[src/rtl/cv32e40p_alu_spare_ctrl.sv]
// ---------------------------------------------------------------------------
// cv32e40p_alu_spare_ctrl
//
// Hot-spare controller for a four-ALU voted execution stage. Three ALUs feed
// the voters while the fourth (off_idx) is unclocked and held in reserve.
// Each active ALU has a saturating error counter. When a counter reaches
// THRESHOLD the ALU is flagged permanently faulty. The spare is then brought
// in by a drain / warm-up / switch sequence that stalls EX issue. A second
// fault, or two simultaneous faults, leaves the block in an absorbing
// DEGRADED state.
//
// Optional feature macro: CV32E40P_ALU_SPARE_DECAY_EN
//   When defined, every DECAY_WINDOW valid operations each nonzero,
//   non-faulty counter is decremented by one, so sporadic soft errors age out.
//   When undefined, counters only count up and no window counter is built.
//
// Parameters
//   THRESHOLD    error count (1..255) that declares an active ALU faulty
//   DECAY_WINDOW valid-op count per decay step (power of 2, >= 2)
//   WARMUP_CYC   cycles (>= 1) the incoming spare is clocked before use
//
// Ports
//   clk            clock; all state updates on its rising edge
//   rst_n          asynchronous active-low reset
//   op_valid_i     one ALU operation is voted this cycle
//   err_detected_i per-ALU voter mismatch, qualified by op_valid_i
//   ex_idle_i      no ALU operation in flight
//   clock_en_o     per-ALU input-register clock enable
//   sel_mux_o      bit k=1 routes ALU k to voter k, bit k=0 routes ALU3
//   stall_o        hold EX issue during reconfiguration
//   faulty_o       sticky per-ALU permanent-fault flags
//   fault_event_o  one-cycle pulse per newly faulty ALU
//   degraded_o     sticky; no healthy spare remains
// ---------------------------------------------------------------------------
module cv32e40p_alu_spare_ctrl #(
    parameter int unsigned THRESHOLD    = 8,
    parameter int unsigned DECAY_WINDOW = 256,
    parameter int unsigned WARMUP_CYC   = 2
) (
    input  logic       clk,
    input  logic       rst_n,
    input  logic       op_valid_i,
    input  logic [3:0] err_detected_i,
    input  logic       ex_idle_i,
    output logic [3:0] clock_en_o,
    output logic [2:0] sel_mux_o,
    output logic       stall_o,
    output logic [3:0] faulty_o,
    output logic [3:0] fault_event_o,
    output logic       degraded_o
);

    // Elaboration-time parameter sanity checks.
    if (THRESHOLD < 1 || THRESHOLD > 255) begin : g_chk_threshold
        $error("THRESHOLD must be in 1..255");
    end
    if (DECAY_WINDOW < 2 || (DECAY_WINDOW & (DECAY_WINDOW - 1)) != 0) begin : g_chk_decay
        $error("DECAY_WINDOW must be a power of two >= 2");
    end
    if (WARMUP_CYC < 1) begin : g_chk_warmup
        $error("WARMUP_CYC must be >= 1");
    end

    localparam int unsigned WW = (WARMUP_CYC > 1) ? $clog2(WARMUP_CYC) : 1;
    localparam logic [7:0]    THR_M1    = 8'(THRESHOLD - 1);
    localparam logic [WW-1:0] WARM_LAST = WW'(WARMUP_CYC - 1);

    typedef enum logic [2:0] {
        ST_NORMAL,
        ST_DRAIN,
        ST_WARMUP,
        ST_SWITCH,
        ST_DEGRADED
    } state_e;

    state_e        state_q, state_n;
    logic [1:0]    off_q, off_n;
    logic [1:0]    target_q, target_n;
    logic [WW-1:0] warm_q, warm_n;
    logic          late_q, late_n;
    logic [7:0]    cnt_q [4];
    logic [7:0]    cnt_n [4];
    logic [3:0]    faulty_q;

    logic          counting;
    logic          wrap;
    logic [3:0]    inc;
    logic [3:0]    dec;
    logic [3:0]    new_fault;
    logic          multi_fault;
    logic [1:0]    fault_idx;

    logic [3:0]    clock_en_n;
    logic [2:0]    sel_mux_n;
    logic          stall_n;
    logic          degraded_n;

    // Counters and window are frozen once degraded.
    assign counting = (state_q != ST_DEGRADED);
    assign faulty_o = faulty_q;

`ifdef CV32E40P_ALU_SPARE_DECAY_EN
    localparam int unsigned WIN_W = $clog2(DECAY_WINDOW);
    logic [WIN_W-1:0] win_q;

    // The window wraps on the valid op that completes DECAY_WINDOW ops.
    assign wrap = counting && op_valid_i && (&win_q);
`else
    assign wrap = 1'b0;
`endif

    // Per-ALU counter update. An increment and a decay decrement landing in
    // the same cycle cancel, so a fault can only be declared by a net
    // increment that lands exactly on THRESHOLD.
    always_comb begin
        inc       = '0;
        dec       = '0;
        new_fault = '0;
        for (int i = 0; i < 4; i++) begin
            cnt_n[i] = cnt_q[i];
            inc[i] = counting && op_valid_i && err_detected_i[i] &&
                     (off_q != 2'(i)) && !faulty_q[i] && (cnt_q[i] != 8'hFF);
            dec[i] = wrap && (cnt_q[i] != 8'h00) && !faulty_q[i];
            if (inc[i] && !dec[i]) begin
                cnt_n[i]     = cnt_q[i] + 8'd1;
                new_fault[i] = (cnt_q[i] == THR_M1);
            end else if (dec[i] && !inc[i]) begin
                cnt_n[i] = cnt_q[i] - 8'd1;
            end
        end
    end

    // Index of the (single) newly faulty ALU, and detection of several
    // faults arriving together.
    always_comb begin
        fault_idx = 2'd0;
        for (int i = 0; i < 4; i++) begin
            if (new_fault[i]) begin
                fault_idx = 2'(i);
            end
        end
    end
    assign multi_fault = |(new_fault & (new_fault - 4'd1));

    // Reconfiguration sequencing. A fault seen while already reconfiguring
    // is remembered in late_q; the swap still completes but the block then
    // parks in DEGRADED because no healthy spare is left.
    always_comb begin
        state_n  = state_q;
        off_n    = off_q;
        target_n = target_q;
        warm_n   = warm_q;
        late_n   = late_q;
        unique case (state_q)
            ST_NORMAL: begin
                if (|new_fault) begin
                    if (multi_fault || (|faulty_q)) begin
                        state_n = ST_DEGRADED;
                    end else begin
                        state_n  = ST_DRAIN;
                        target_n = fault_idx;
                        late_n   = 1'b0;
                    end
                end
            end
            ST_DRAIN: begin
                if (|new_fault) late_n = 1'b1;
                if (ex_idle_i) begin
                    state_n = ST_WARMUP;
                    warm_n  = '0;
                end
            end
            ST_WARMUP: begin
                if (|new_fault) late_n = 1'b1;
                if (warm_q == WARM_LAST) begin
                    state_n = ST_SWITCH;
                end else begin
                    warm_n = warm_q + WW'(1);
                end
            end
            ST_SWITCH: begin
                off_n   = target_q;
                state_n = (late_q || (|new_fault)) ? ST_DEGRADED : ST_NORMAL;
                late_n  = 1'b0;
            end
            ST_DEGRADED: begin
                state_n = ST_DEGRADED;
            end
            default: begin
                state_n = ST_NORMAL;
            end
        endcase
    end

    // Output values for the next cycle, registered below. During warm-up all
    // four ALUs are clocked so the incoming spare settles before selection.
    always_comb begin
        stall_n    = (state_n == ST_DRAIN) || (state_n == ST_WARMUP) ||
                     (state_n == ST_SWITCH);
        degraded_n = (state_n == ST_DEGRADED);
        clock_en_n = (state_n == ST_WARMUP) ? 4'hF : ~(4'b0001 << off_n);
        for (int k = 0; k < 3; k++) begin
            sel_mux_n[k] = (off_n != 2'(k));
        end
    end

    always_ff @(posedge clk or negedge rst_n) begin
        if (!rst_n) begin
            state_q       <= ST_NORMAL;
            off_q         <= 2'd3;
            target_q      <= 2'd3;
            warm_q        <= '0;
            late_q        <= 1'b0;
            for (int i = 0; i < 4; i++) begin
                cnt_q[i] <= 8'd0;
            end
            faulty_q      <= 4'b0000;
            fault_event_o <= 4'b0000;
            clock_en_o    <= 4'b0111;
            sel_mux_o     <= 3'b111;
            stall_o       <= 1'b0;
            degraded_o    <= 1'b0;
`ifdef CV32E40P_ALU_SPARE_DECAY_EN
            win_q         <= '0;
`endif
        end else begin
            state_q       <= state_n;
            off_q         <= off_n;
            target_q      <= target_n;
            warm_q        <= warm_n;
            late_q        <= late_n;
            for (int i = 0; i < 4; i++) begin
                cnt_q[i] <= cnt_n[i];
            end
            faulty_q      <= faulty_q | new_fault;
            fault_event_o <= new_fault;
            clock_en_o    <= clock_en_n;
            sel_mux_o     <= sel_mux_n;
            stall_o       <= stall_n;
            degraded_o    <= degraded_n;
`ifdef CV32E40P_ALU_SPARE_DECAY_EN
            if (counting && op_valid_i) begin
                win_q <= win_q + 1'b1;
            end
`endif
        end
    end

endmodule

[config.mk]
export PLATFORM = sky130hd
export DESIGN_NAME = cv32e40p_alu_spare_ctrl
export DESIGN_NICKNAME = d
export VERILOG_FILES = /design/src/rtl/cv32e40p_alu_spare_ctrl.sv
export SDC_FILE = /design/constraint.sdc
export NUM_CORES = 1
export LEC_CHECK = 0
export ABC_AREA = 0
export BUFFER_PORTS_ARGS = -buffer_cell sky130_fd_sc_hd__buf_4
export CORE_ASPECT_RATIO = 0.9
export CORE_UTILIZATION = 48
export CTS_BUF_LIST = sky130_fd_sc_hd__clkbuf_8
export DETAILED_ROUTE_END_ITERATION = 16
export PLACE_DENSITY = 0.71
export SYNTH_ARGS = -nofsm -noshare
export SYNTH_HDL_FRONTEND = slang
export SYNTH_SLANG_ARGS = --single-unit
export TNS_END_PERCENT = 10
[constraint.sdc]
create_clock -name clk -period 2.2 [get_ports clk]
set_input_delay 0.44 -clock clk [delete_from_list [all_inputs] [get_ports clk]]
set_output_delay 0.44 -clock clk [all_outputs]
set_load 0.05 [all_outputs]
==> flow_summary_export.csv <==
group,metric,value,unit
outcome,status,"completed",
setup_path,cp_data_required_time,2.43,ns
timing,final_max_slew_viol_count,0,
place,io_buffer_count,24,
clock_tree,cts.clk_slew.worst_paths,0.06,ns
synthesis,yosysWarningCount,0,
synthesis,ys_seq_area_share,53.35,%
place,dp_cells,351,
global_routing,grt_pass1_wl,8.618,mm
flow_run,cap_violations,0,
timing,max_freq,460.6,MHz
timing,period_share,98.69,%
global_routing,grt_pass1_vias,1779,
clock_tree,insertion_delay,0.34,ns
floorplan,start_util,51.00,%
synthesis,synthFlopType,"dfrtp_1",
timing,rsz0062_at_grt,"yes",
setup_path,worst_path_max_delay_cell,"or4_4",
clock_tree,cts_tree,"built",
layout,multi_input_area,1202,um2
synthesis,synth_common_cells,"48 x dfrtp_1, 21 x xnor2_1, 19 x nand2_1, 13 x nor2_1, 12 x nand3_1",
timing,setup_viol,0,
power,p_leak,1.632,nW
synthesis,synthDistinctLibCells,55,
timing,final.setup_skew,0.005483,ns
synthesis,syn_area,2744,um2
synthesis,synth_edf_count,0,
layout,drive_above_1_share,32.78,%
layout,n_fill_cell,437,
drt,drt-pass1-iter-count,4,
setup_path,critPathLaunchType,"flip-flop",
synthesis,avgSynthCellArea,11.34,um2
drt,post-route-drc-count,0,
synthesis,synth_top_area_share,43.78,%
clock_tree,cts_num_sinks,58,
floorplan,die_x,81.70,um
power,ir_worst_vdd,0.6258,mV
min_path,hp-class,"input pin to async pin",
setup_path,r2r_start,"off_q[0]",
drt,routedWlPerCell,14.52,um
layout,diodes,0,
layout,fin_util,62.91,%
timing,period_minus_slack,2.171,ns
power,powerDensity,925.5,nW/um2
clock_tree,root_buffer,"clkbuf_8",
floorplan,core.rowCount,25,
clock_tree,cts-buffers-inserted,9,
synthesis,ys_seq_elements,58,
synthesis,synthTopCellsByArea,"dfrtp_1 44%, dfstp_2 9.6%, xnor2_1 6.7%",
setup_path,cpPeakStageDelay,0.60,ns
drt,viasPerCell,5.344,
synthesis,synth_fp_nets,254,
setup_path,crit_chain,"buf_4 -> o211ai_1 -> or4_4 -> nor4_2 -> o31ai_4 -> and3_1",
power,total_power,0.003132,W
place,hpwl,3.709,mm
setup_path,end_kind,"flip-flop",
timing,tightestPinTransition,0.7218,ns
synthesis,async_flop_share,100.0,%
place,gp_congestion,0.7972,
global_routing,antenna_found_initial,0,
timing,slew_headroom,51.88,%
floorplan,ios,25,
setup_path,crit_family,"simple AND/OR/NAND/NOR gates",
drt,drt-initial-drc-count,127,
floorplan,core-area,5380,um2
drt,drt-total-wl,5.358,mm
synthesis,synth_most_common_cell,"dfrtp_1",
floorplan,die_h,73.73,um
layout,nets,309,
clock_tree,clk_path_buf_depth,2,
timing,tns,0,ns
clock_tree,htree_levels,3,
timing,final_hold_viol_count,0,
drt,ant_nets,0,
layout,syn2layout_area_growth,23.35,%
synthesis,synthCells,242,
setup_path,path_max_fanout,4,
setup_path,crit_type,"flip-flop to flip-flop",
floorplan,die_area,6023,um2
layout,fin_cells,369,
global_routing,grt_max_degree,59,
timing,holdWs,0.1689,ns
setup_path,startpoint,"off_q[0]",
layout,regArea,1464,um2
synthesis,synth_top_area_cell,"dfrtp_1",
global_routing,overflow,0,
drt,vias,1972,
setup_path,cp.arrival,2.40,ns
global_routing,grt_usage,20.04,%
setup_path,cp.buffers_inverters,1,
-- path summary, 6_finish.rpt --
kind | end | slack (ns) | cells after the start
max | late_q | 0.03 | 6
min | cnt_q[4] | 0.17 | 1
max reg2reg | late_q | 0.03 | 6
min reg2reg | cnt_q[31] | 0.49 | 1
max in group asynchronous | faulty_o[0] | 1.57 | 1
min in group clk | state_q[1] | 0.42 | 3
-- layer usage --
metal / up-vias / track usage, % / wire (um)
met5: - / 0 / 0
met4: 0 / 7.018 / 58
met3: 11 / 9.068 / 238
met2: 40 / 28.24 / 2487
met1: 946 / 27.15 / 2573
li1: 975 / - / -
-- power breakdown --
part / internal, W / total (W) / leakage (nW) / switching, W
combinational: 0.000335 / 0.000752 / 0.794 / 0.000417
clock: 0.000570 / 0.000967 / 0.113 / 0.000396
sequential: 0.00124 / 0.00141 / 0.725 / 0.000174
total: 0.00214 / 0.00313 / 1.63 / 0.000988
-- area by class of cell --
class | instances | share of cell area (%)
Timing Repair Buffer | 51 | 11.31
Sequential cell | 58 | 43.25
Inverter | 11 | 1.590
Multi-Input combinational cell | 166 | 35.53
Tap cell | 67 | 2.477
Clock buffer | 11 | 4.473
Clock inverter | 5 | 1.368
-- cells in the final DEF (no fill, tap or decap), drive strengths merged, types with 2 or more instances in the layout --
cell,count
a211oi,3
a21oi,7
a311oi,2
and2,2
and2b,2
and3,8
and4,5
buf,51
clkbuf,11
clkinv,2
dfrtp,48
dfstp,10
ha,4
inv,13
mux2,4
mux2i,2
nand2,20
nand2b,5
nand3,12
nand4,10
nor2,13
nor4,2
o2111ai,2
o211ai,3
o21ai,5
o221ai,2
or2,2
or3,2
or4,4
xnor2,21
xor2,9
-- state kept, by name, indices dropped and copies added, names as in the netlist, 2 cells and up --
register       flops
cnt_q             32
clock_en_o         4
fault_event_o      4
faulty_o           4
sel_mux_o          3
state_q            3
off_q              2
target_q           2
-- metrics by stage --
step | area, um2 | setup WS (ns)
after floorplan | 2750 | 0.03165
after global placement | 3136 | -0.07787
after detailed placement | 3136 | -0.1325
after CTS | 3333 | -0.05376
after global routing | 3385 | -0.01562
final | 3385 | 0.02873
-- repair_timing --
action	CTS	global route
setup buffers	0	2
hold buffers	0	0
pin swaps	0	7
resized for setup	0	9
setup endpoints to repair	3	6
-- kinds of logic (layout without fill, tap and decap cells) --
group           count (synthesis)  in the layout  share of synthesized area (%)
simple gates                   96             96                          20.52
flops                          58             58                          53.35
compound gates                 30             30                          7.980
xor+xnor                       30             30                          9.576
buf+inv                        18             78                          4.378
mux                             6              6                          2.371
fa+ha+maj                       4              4                          1.824
Power figures use the tool's default switching activity.
